$ cat config.mk
export PLATFORM = sky130hd
export DESIGN_NAME = pc_branch_sequencer
export DESIGN_NICKNAME = d
export VERILOG_FILES = /design/src/rtl/pc_branch_sequencer.sv
export SDC_FILE = /design/constraint.sdc
export NUM_CORES = 1
export LEC_CHECK = 0
export CAP_MARGIN = 20
export CORE_MARGIN = 5
export CORE_UTILIZATION = 44
export CTS_CLUSTER_SIZE = 12
export DETAILED_ROUTE_END_ITERATION = 8
export MAX_ROUTING_LAYER = met4
export PLACE_DENSITY = 0.74
export RECOVER_POWER = 25
export SETUP_SLACK_MARGIN = 0.3
export SLEW_MARGIN = 20
export SYNTH_ARGS = -nofsm -noshare
export SYNTH_HDL_FRONTEND = slang
export SYNTH_SLANG_ARGS = --single-unit
$ cat constraint.sdc
create_clock -name clk -period 1.9 [get_ports clk]
set_clock_uncertainty 0.2 [all_clocks]
set_input_delay 0.285 -clock clk [delete_from_list [all_inputs] [get_ports clk]]
set_output_delay 0.285 -clock clk [all_outputs]
set_load 0.01 [all_outputs]
$ cat src/rtl/pc_branch_sequencer.sv
// rtl/pc_branch_sequencer.sv - fetch PC sequencer with taken-branch redirect and flush bubbles
// Optional macro BRANCH_STATS_EN adds saturating branch / taken-branch counters.
module pc_branch_sequencer #(
    parameter int         N            = 19,
    parameter logic [N:0] RESET_PC     = '0,
    parameter int         FLUSH_CYCLES = 2
) (
    input  logic       clk,
    input  logic       rst_n,
    input  logic       stall,
    input  logic       br_valid,
    input  logic       jump_select,
    input  logic [N:0] br_target,
    output logic [N:0] pc,
    output logic       fetch_valid,
    output logic       flush,
    output logic       in_flush
`ifdef BRANCH_STATS_EN
    ,
    output logic [15:0] br_count,
    output logic [15:0] taken_count
`endif
);

    typedef enum logic [1:0] {
        ST_START = 2'd0,
        ST_RUN   = 2'd1,
        ST_FLUSH = 2'd2
    } state_t;

    // Bubble counter is loaded with FLUSH_CYCLES-1 so that the FLUSH state
    // lasts exactly FLUSH_CYCLES cycles (count down to zero, then leave).
    localparam logic [3:0] FLUSH_LOAD = 4'(FLUSH_CYCLES - 1);

    state_t     state_q, state_d;
    logic [N:0] pc_q, pc_d;
    logic       fetch_valid_q, fetch_valid_d;
    logic       flush_q, flush_d;
    logic [3:0] cnt_q, cnt_d;
    logic       taken;

    // br_valid gates jump_select so an unknown comparator result cannot reach pc
    assign taken = br_valid & jump_select;

    // State register and registered outputs
    always_ff @(posedge clk or negedge rst_n) begin
        if (!rst_n) begin
            state_q       <= ST_START;
            pc_q          <= RESET_PC;
            fetch_valid_q <= 1'b0;
            flush_q       <= 1'b0;
            cnt_q         <= 4'd0;
        end else begin
            state_q       <= state_d;
            pc_q          <= pc_d;
            fetch_valid_q <= fetch_valid_d;
            flush_q       <= flush_d;
            cnt_q         <= cnt_d;
        end
    end

    // Next-state and next-PC selection: taken branch beats stall beats increment
    always_comb begin
        state_d       = state_q;
        pc_d          = pc_q;
        fetch_valid_d = fetch_valid_q;
        flush_d       = 1'b0;
        cnt_d         = cnt_q;
        case (state_q)
            ST_START: begin
                state_d       = ST_RUN;
                fetch_valid_d = 1'b1;
            end
            ST_RUN: begin
                if (taken) begin
                    pc_d          = br_target;
                    flush_d       = 1'b1;
                    fetch_valid_d = 1'b0;
                    state_d       = ST_FLUSH;
                    cnt_d         = FLUSH_LOAD;
                end else if (!stall) begin
                    pc_d = pc_q + (N+1)'(1);
                end
            end
            ST_FLUSH: begin
                // wrong-path branches and stall are ignored while draining
                if (cnt_q != 4'd0) begin
                    cnt_d = cnt_q - 4'd1;
                end else begin
                    state_d       = ST_RUN;
                    fetch_valid_d = 1'b1;
                end
            end
            default: begin
                state_d       = ST_START;
                fetch_valid_d = 1'b0;
                cnt_d         = 4'd0;
            end
        endcase
    end

    assign pc          = pc_q;
    assign fetch_valid = fetch_valid_q;
    assign flush       = flush_q;
    assign in_flush    = (state_q == ST_FLUSH);

`ifdef BRANCH_STATS_EN
    logic [15:0] br_count_q, br_count_d;
    logic [15:0] taken_count_q, taken_count_d;

    // Statistics registers
    always_ff @(posedge clk or negedge rst_n) begin
        if (!rst_n) begin
            br_count_q    <= 16'd0;
            taken_count_q <= 16'd0;
        end else begin
            br_count_q    <= br_count_d;
            taken_count_q <= taken_count_d;
        end
    end

    // Count only branches resolved on the correct path (RUN); saturate at all-ones
    always_comb begin
        br_count_d    = br_count_q;
        taken_count_d = taken_count_q;
        if ((state_q == ST_RUN) && br_valid) begin
            if (br_count_q != 16'hFFFF) begin
                br_count_d = br_count_q + 16'd1;
            end
            if (jump_select && (taken_count_q != 16'hFFFF)) begin
                taken_count_d = taken_count_q + 16'd1;
            end
        end
    end

    assign br_count    = br_count_q;
    assign taken_count = taken_count_q;
`endif

endmodule

* Yosys cells after proc, flatten, opt, wreduce, memory -nomap -nowiden
Cells that the tools add are included.
** Cells by class
- $add $sub $neg :: 2
- Reductions and logical operators :: 5
- Eq/ne operators :: 6
- Mux-type cells :: 13
- Bitwise operators :: 2
** Operators by type and width (number)
- $mux 20 :: 2
- $add 20x1->20 const B :: 1
- $pmux 4 s3 :: 1
- $mux 4 :: 2
- $pmux 2 s3 :: 1
- $mux 1 :: 4
- $mux 2 :: 2
- $ne 2x1->1 const B :: 2
- $ne 2x2->1 const B :: 2
- $reduce_and 2->1 :: 2
- $reduce_bool 4->1 :: 1
- $sub 4x1->4 const B :: 1
- $pmux 1 s3 :: 1
- $reduce_and 3->1 :: 1
- $eq 2x1->1 const B :: 1
- $eq 2x2->1 const B :: 1
- $logic_not 2->1 :: 1
- $and 1x1->1 :: 1
- $not 1->1 :: 1
** Word-level totals
- Logic and storage cells :: 33
- Register bits after elaboration :: 28

* Longest topological paths before layout
Gate-level depths: netlist (run 1).
- Depth after elaboration :: 3
- Depth in mapped cells :: 8
- Depth with buffers taken out :: 6

* Least setup slack after synthesis (run 1)
OpenSTA, ideal clock, no wires.
- Path type :: flip-flop to flip-flop
- From :: register state_q[0]
- To :: register cnt_q[2]
- Stages on the path, launching flop included :: 6
- Required time :: 1.579 ns
- Path buffers :: 0
- Slack :: 0.025 ns
- Arrival time :: 1.554 ns
- Cell sequence :: dfrtp_1 inv_1 ha_1 a221oi_2 o21ai_0 a22o_1
** On the way
- Word-level cells in the longest chain between the ends :: 3
** Ends and longest elaborated chain
- from (decl) :: RTL line 35 : state_t state_q, state_d;
- from (signal assigned) :: RTL line 54 : state_q <= state_d;
- $eq 2x2->1 *
- named net in_flush :: RTL line 17 : output logic in_flush
- $ne 2x1->1 (no source line)
- $reduce_and 3->1 (no source line)
- to (signal assigned) :: RTL line 58 : cnt_q <= cnt_d;
- to (decl) :: RTL line 39 : logic [3:0] cnt_q, cnt_d;
Mark *: on every way through the listed nets, which the timed path passes. The rest lies on a longest branch.
A chain may end at the register's enable or synchronous reset.

* Worst setup path after layout (run 1)
- From :: register state_q[0]
- To :: register cnt_q[3]
** On the way
- Word-level cells in the longest chain between the ends :: 3
** Ends and longest elaborated chain
- $eq 2x1->1 (tied with other cells) :: RTL line 69 : case (state_q)
- $ne 2x2->1 (no source line) (tied with other cells)
- $reduce_and 3->1 (no source line)
Several ways; a longest one is shown, not always the timed one.

==> results of run 1 <==
[synth_stat cells (3+ instances only)]
cell,instances,area (sq um)
a211oi_1,5,37.5
and2_2,3,22.5
o21ai_0,14,70.1
ha_1,8,100
clkbuf_1,3,11.3
dfrtp_1,28,701
a21oi_1,17,85.1
a2bb2oi_1,4,35.0
nand4_1,5,31.3
nand2_1,15,56.3
o22ai_1,6,37.5
a31oi_1,3,18.8
mux2i_1,4,40.0
nand3_1,8,40.0
nor3_1,5,25.0
and3_1,6,37.5
a311oi_1,4,35.0
nor2_1,9,33.8
inv_1,8,30.0
[repair_timing]
| item | in CTS | in global routing |
|---|---|---|
| buffers inserted | 34 | 16 |
| endpoints found under the setup margin | 50 | 32 |
| endpoints found under the hold margin | 0 | 0 |
| gates resized for setup | 65 | 68 |
| pin swaps | 8 | 13 |
| cloned | 2 | 0 |
[final cells by class]
type | count | area, sq um | area share
multi-input cells | 149 | 1400 | 0.419
well taps | 50 | 62.6 | 0.0187
inverters | 8 | 32.5 | 0.00971
repair buffers | 125 | 1090 | 0.326
flip-flops and latches | 28 | 714 | 0.213
clock buffers | 4 | 45.0 | 0.0134
[sequential cells by signal, indices dropped and copies added (netlist names)]
register,cells
pc,20
cnt_q,4
state_q,2
fetch_valid,1
flush,1
[power by group]
part | switching (W) | total [W] | internal [W] | leakage, nW
Clock | 0.000207 | 0.000358 | 0.000151 | 0.0228
Combinational | 0.00183 | 0.00376 | 0.00193 | 1.09
Sequential | 0.000309 | 0.00119 | 0.000885 | 0.324
[kinds of logic (layout without fill, tap and decap cells)]
kind of cell,count (synthesis),count (layout),synth area share
multiplexers,4,4,0.0223
XOR/XNOR,1,1,0.00487
buffers and inverters,16,137,0.0459
AO/OA/AOI/OAI,65,65,0.235
AND/OR/NAND/NOR,71,71,0.247
adder cells (fa/ha/maj),8,8,0.0556
flip-flops,28,28,0.389
[layer usage]
metal  up-vias  global-route usage  routed length (um)
li1        986                   -                   -
met5         -                   -                   0
met3        28              0.0284                 577
met2       128               0.420                3870
met1      1055               0.285                2970
met4         0              0.0905                 275
[metrics by stage]
step | utilization | area (sq um) | hold WS (ns) | setup WS (ns) | std cells
after global routing | 0.844 | 3350 | 0.391 | 0.00702 | 364
after CTS | 0.747 | 2970 | 0.195 | 0.112 | 348
after detailed placement | 0.641 | 2540 | 0.318 | -0.142 | 308
after global placement | 0.641 | 2540 | 0.314 | -0.114 | 308
final | 0.844 | 3350 | 0.360 | 0.0755 | 364
after floorplan | - | 1880 | -0.211 | 0.186 | 193
[critical path, stage by stage, from the launching register on]
cell and delay [ns]:
dfrtp_1 0.41, buf_6 0.13, ha_4 0.17, buf_6 0.12, a221oi_4 0.29, buf_4 0.17
mux2i_1 0.17, nand2_1 0.07
[how the worst max path moves through the flow]
stage | from | to | slack [ns]
4_1_cts | state_q[0] | cnt_q[2] | 0.11
3_3_place_gp | jump_select | pc[0] | -0.11
5_1_grt | state_q[0] | cnt_q[3] | 0.007
3_5_place_dp | br_valid | pc[9] | -0.14
2_1_floorplan | state_q[1] | cnt_q[2] | 0.19
6_report | state_q[0] | cnt_q[3] | 0.08
==> metrics.md, run 1 <==
| Metric | Value |
|---|---|
| Fmax | `~550 MHz` |
| Worst-path clk slew | `approximately 0.10 ns` |
| Syn. warnings | `0` |
| Layout area overhead | `86.2%` |
| Worst slew pin tran | `around 0.74 ns` |
| Max-cap violations | `0` |
| Layout Nets | `between 300 and 400` |
| Drt pass-1 iters | `5` |
| TritonCTS Buffers | `3` |
| Input/output buffers | `47` |
| Num rows | `23` |
| Max Slew Vio Count | `0` |
| P_leak | `about 1.4 nW` |
| Mapped Cells | `193` |
| Synthesized area per cell | `between 9 and 10 sq um` |
| Die W | `around 74 um` |
| Most common cell after layout, fill and taps aside | `buf_4` |
| Hold path startpoint | `fetch_valid` |
| Commonest cells after routing, fill and taps aside | `buf_4 (58), clkdlybuf4s50_1 (21), dlygate4sd2_1 (20), buf_6 (17), dfrtp_1 (17)` |
| Fillers | `just over 200` |
| Final Hold Viols | `0` |
| Via-per-instance ratio | `6.04` |
| Outcome | `completed` |
| Post-Syn Nets | `about 230` |
| DIE AREA | `~5500 sq um` |
| DRC viols | `0` |
| CP Class | `reg2reg` |
| Crit-path max FO | `5` |
| IR drop worst, VDD | `~0.89 mV` |
| Final setup fails | `0` |
| DRT iter0 DRCs | `between 200 and 300` |
| Hold buffers post-CTS | `0` |
| RR Endpoint | `cnt_q[3]` |
| Post-route antenna net violation count | `0` |
| Root Driver | `clkbuf_8` |
| Launching point of the worst reg2reg path | `state_q[0]` |
| Synthesized area | `about 1800 sq um` |
| Largest net degree at the start of global routing | `29` |
| Reg2Reg Depth | `7` |
| First-pass GRT wire length | `approximately 10,000 um` |
| # diodes | `0` |
| Final Cycle Share | `0.960` |
| RSZ-0062 raised after global routing | `true` |
| Clk Latency, worst-skew pair | `0.29 ns` |
| All-layer global routing usage | `0.241` |
| Synth Flop Type | `dfrtp_1` |
| Worst Hold Path EP | `fetch_valid` |
| Worst path required time | `around 1.9 ns` |
| HP Class | `reg2reg` |
| GP Congestion | `0.863` |
| Register bit total from synthesis | `28` |
| Number of synthesized flops with an enable pin | `0` |
| WL/cell | `~21 um` |
| Htree depth | `1` |
| Power Density | `between 1500 and 2000 nW/um^2` |
| Netlist cell types | `about 50` |
| Slew HR | `0.507` |
| Vias in the first global route | `2,109` |
| Total gr overflow | `0` |
| Power Total | `0.00532 W` |
| CTS tree | `yes` |
| I/O pin count | `between 40 and 50` |
| Seq/Total Area, Yosys | `0.389` |
| Critical path arrival | `around 1.8 ns` |
| Hold path depth | `2` |
| Fraction of layout cells with a size suffix above 1 | `0.532` |
| Clock sink count | `28` |
| Die height | `roughly 74 um` |
| HPWL after DPL | `3840 um` |
| Initial antenna violation count | `0` |
| Async set or reset register ratio after synthesis | `1.00` |
| Slack of the worst reg-to-reg path | `roughly 0.075 ns` |
| Nature of the critical path endpoint | `flop` |
| Setup_tns | `0 ns` |
| Core area | `about 4000 sq um` |
| Tmin final | `between 1.5 and 2 ns` |
| Via count | `2,197` |
| Final Routed Wirelength | `slightly below 8000 um` |
| CTS max path bufs | `2` |
| Critical Path Source Type | `flop` |
| Initial Util | `0.453` |
No activity file was read; power rests on OpenSTA's default activity.
==> run 2: changes to the inputs <==
Settings changed: GPL_TIMING_DRIVEN set to 0.
==> run 2 against run 1 <==
Routed wire length fell by 24%. Critical path type unchanged. Count of clock-buffer cells in the layout did not move. Register-to-register slack improved by 0.04 ns.
==> metrics.md, run 2 (synthesized netlist as in run 1, its figures left out) <==
| Metric | Value |
|---|---|
| Outcome | `completed` |
| Clk Latency, worst-skew pair | `~0.29 ns` |
| Worst slew pin tran | `around 0.75 ns` |
| Layout area overhead | `63.8%` |
| Initial antenna violation count | `0` |
| CTS tree | `yes` |
| Power Density | `~1500 nW/um^2` |
| Critical path's top delay family | `compound AO/OA/AOI/OAI gates` |
| Critical path arrival | `about 1.8 ns` |
| Initial Util | `0.453` |
| Layout Nets | `320` |
| All-layer global routing usage | `0.224` |
| CP Class | `reg2reg` |
| GP Congestion | `a little over 0.8` |
| Clock sink count | `28` |
| Hold path depth | `2` |
| Crit-path max FO | `6` |
| Final Hold Viols | `0` |
| HP Class | `reg2reg` |
| Worst path bufs/invs | `1` |
| Slack of the worst reg-to-reg path | `0.12 ns` |
| I/O pin count | `48` |
| Reg2Reg Depth | `5` |
| Htree depth | `1` |
| Nature of the critical path endpoint | `flop` |
| CTS max path bufs | `2` |
| Hold path startpoint | `fetch_valid` |
| Fmax | `560 MHz` |
| Slowest cell on crit path | `dfrtp_2` |
| Worst Hold Path EP | `fetch_valid` |
| Final Cycle Share | `0.939` |
| Die height | `73.9 um` |
| Critical Path Source Type | `flop` |
| Final worst slack | `between 0.1 and 0.15 ns` |
| Commonest cells after routing, fill and taps aside | `buf_4 (36), dlygate4sd2_1 (25), clkdlybuf4s50_1 (20), dfrtp_1 (17), nand2_1 (13)` |
| Max-cap violations | `0` |
| First-pass GRT wire length | `~9200 um` |
| Total gr overflow | `0` |
| Max stage delay on crit path | `approximately 0.45 ns` |
| DIE AREA | `5470 sq um` |
| TritonCTS Buffers | `3` |
| Input/output buffers | `47` |
| Worst-path clk slew | `approximately 0.1 ns` |
| IR drop worst, VDD | `about 0.78 mV` |
| Vias in the first global route | `~1.9k` |
| Fillers | `approximately 270` |
| Largest net degree at the start of global routing | `29` |
| WL/cell | `17.3 um` |
| Number of flip-flops in the largest register | `20` |
| Ordered list of cells on the worst path | `ha_4 -> clkbuf_16 -> a221oi_4 -> o21ai_1 -> a22o_1` |
| Fraction of layout cells with a size suffix above 1 | `0.392` |
| Die W | `between 70 and 80 um` |
| DRT iter0 DRCs | `149` |
| Core area | `just under 4000 sq um` |
| Drt pass-1 iters | `4` |
| DRC viols | `0` |
| Fin util | `0.742` |
| Post-route antenna net violation count | `0` |
| RSZ-0062 raised after global routing | `true` |
| HPWL after DPL | `between 3000 and 4000 um` |
| # diodes | `0` |
| Slew HR | `0.500` |
| Root Driver | `clkbuf_8` |
| P_leak | `about 1.3 nW` |
| Via-per-instance ratio | `a little under 6` |
| Worst path required time | `approximately 1.9 ns` |
| Tmin final | `about 1.8 ns` |
| RR Endpoint | `cnt_q[2]` |
| Dpl ws | `-0.467 ns` |
| Max Slew Vio Count | `0` |
| Setup_tns | `0 ns` |
| Final setup fails | `0` |
| Num rows | `23` |
| Via count | `approximately 2.0k` |
| Most common cell after layout, fill and taps aside | `buf_4` |
| Final Routed Wirelength | `5820 um` |
| Launching point of the worst reg2reg path | `state_q[0]` |
-- run 2: layout make-up --
| cell class | instances | area (sq um) | area share |
|---|---|---|---|
| Buffer | 8 | 101 | 0.0344 |
| Clock buffer | 4 | 45.0 | 0.0153 |
| Inverter | 8 | 30.0 | 0.0102 |
| Multi-Input combinational cell | 149 | 1230 | 0.419 |
| Sequential cell | 28 | 714 | 0.242 |
| Tap cell | 50 | 62.6 | 0.0212 |
| Timing Repair Buffer | 89 | 758 | 0.257 |
-- run 2: per-layer routing --
metal / vias up / part of all wire / global-route usage
met1: 958 / 0.42 / 0.293
met5: - / 0 / -
li1: 921 / - / -
met3: 11 / 0.075 / 0.0284
met2: 82 / 0.49 / 0.370
met4: 0 / 0.016 / 0.0543
-- run 2: power breakdown --
group          switching, W  leakage (nW)  internal, W
Combinational       0.00139         0.915      0.00151
Sequential         0.000312         0.323     0.000885
Clock              0.000202        0.0228     0.000151
-- run 2: worst max-delay path by stage --
| stage | slack, ns | start | to | cells after the start |
|---|---|---|---|---|
| 2_1_floorplan | 0.19 | state_q[1] | cnt_q[2] | 6 |
| 3_5_place_dp | -0.47 | jump_select | pc[6] | 7 |
| 5_1_grt | 0.06 | state_q[1] | pc[0] | 8 |
| 3_3_place_gp | -0.46 | jump_select | pc[6] | 7 |
| 4_1_cts | 0.12 | state_q[0] | in_flush | 3 |
| 6_report | 0.12 | state_q[0] | cnt_q[2] | 5 |
-- run 2: worst min-delay path, stage by stage, from the launching register on --
cell and delay [ns]:
dfrtp_1 0.35, nor2_1 0.05, a21oi_1 0.11
-- run 2: what timing repair did --
item	CTS	global route
cloned	3	0
resized for setup	66	15
buffers inserted	32	6
hold buffers	1	0
endpoints found under the setup margin	50	28
hold endpoints to repair	28	0
pin swaps	9	6
-- run 2: stage by stage --
step                      instances  area [sq um]  total power [W]  hold slack [ns]
after floorplan                 193          1880          0.00249           -0.211
after global placement          290          2410          0.00328            0.308
after detailed placement        290          2410          0.00331            0.153
after CTS                       330          2850          0.00422            0.345
after global routing            336          2950          0.00476            0.385
final                           336          2950          0.00446            0.342
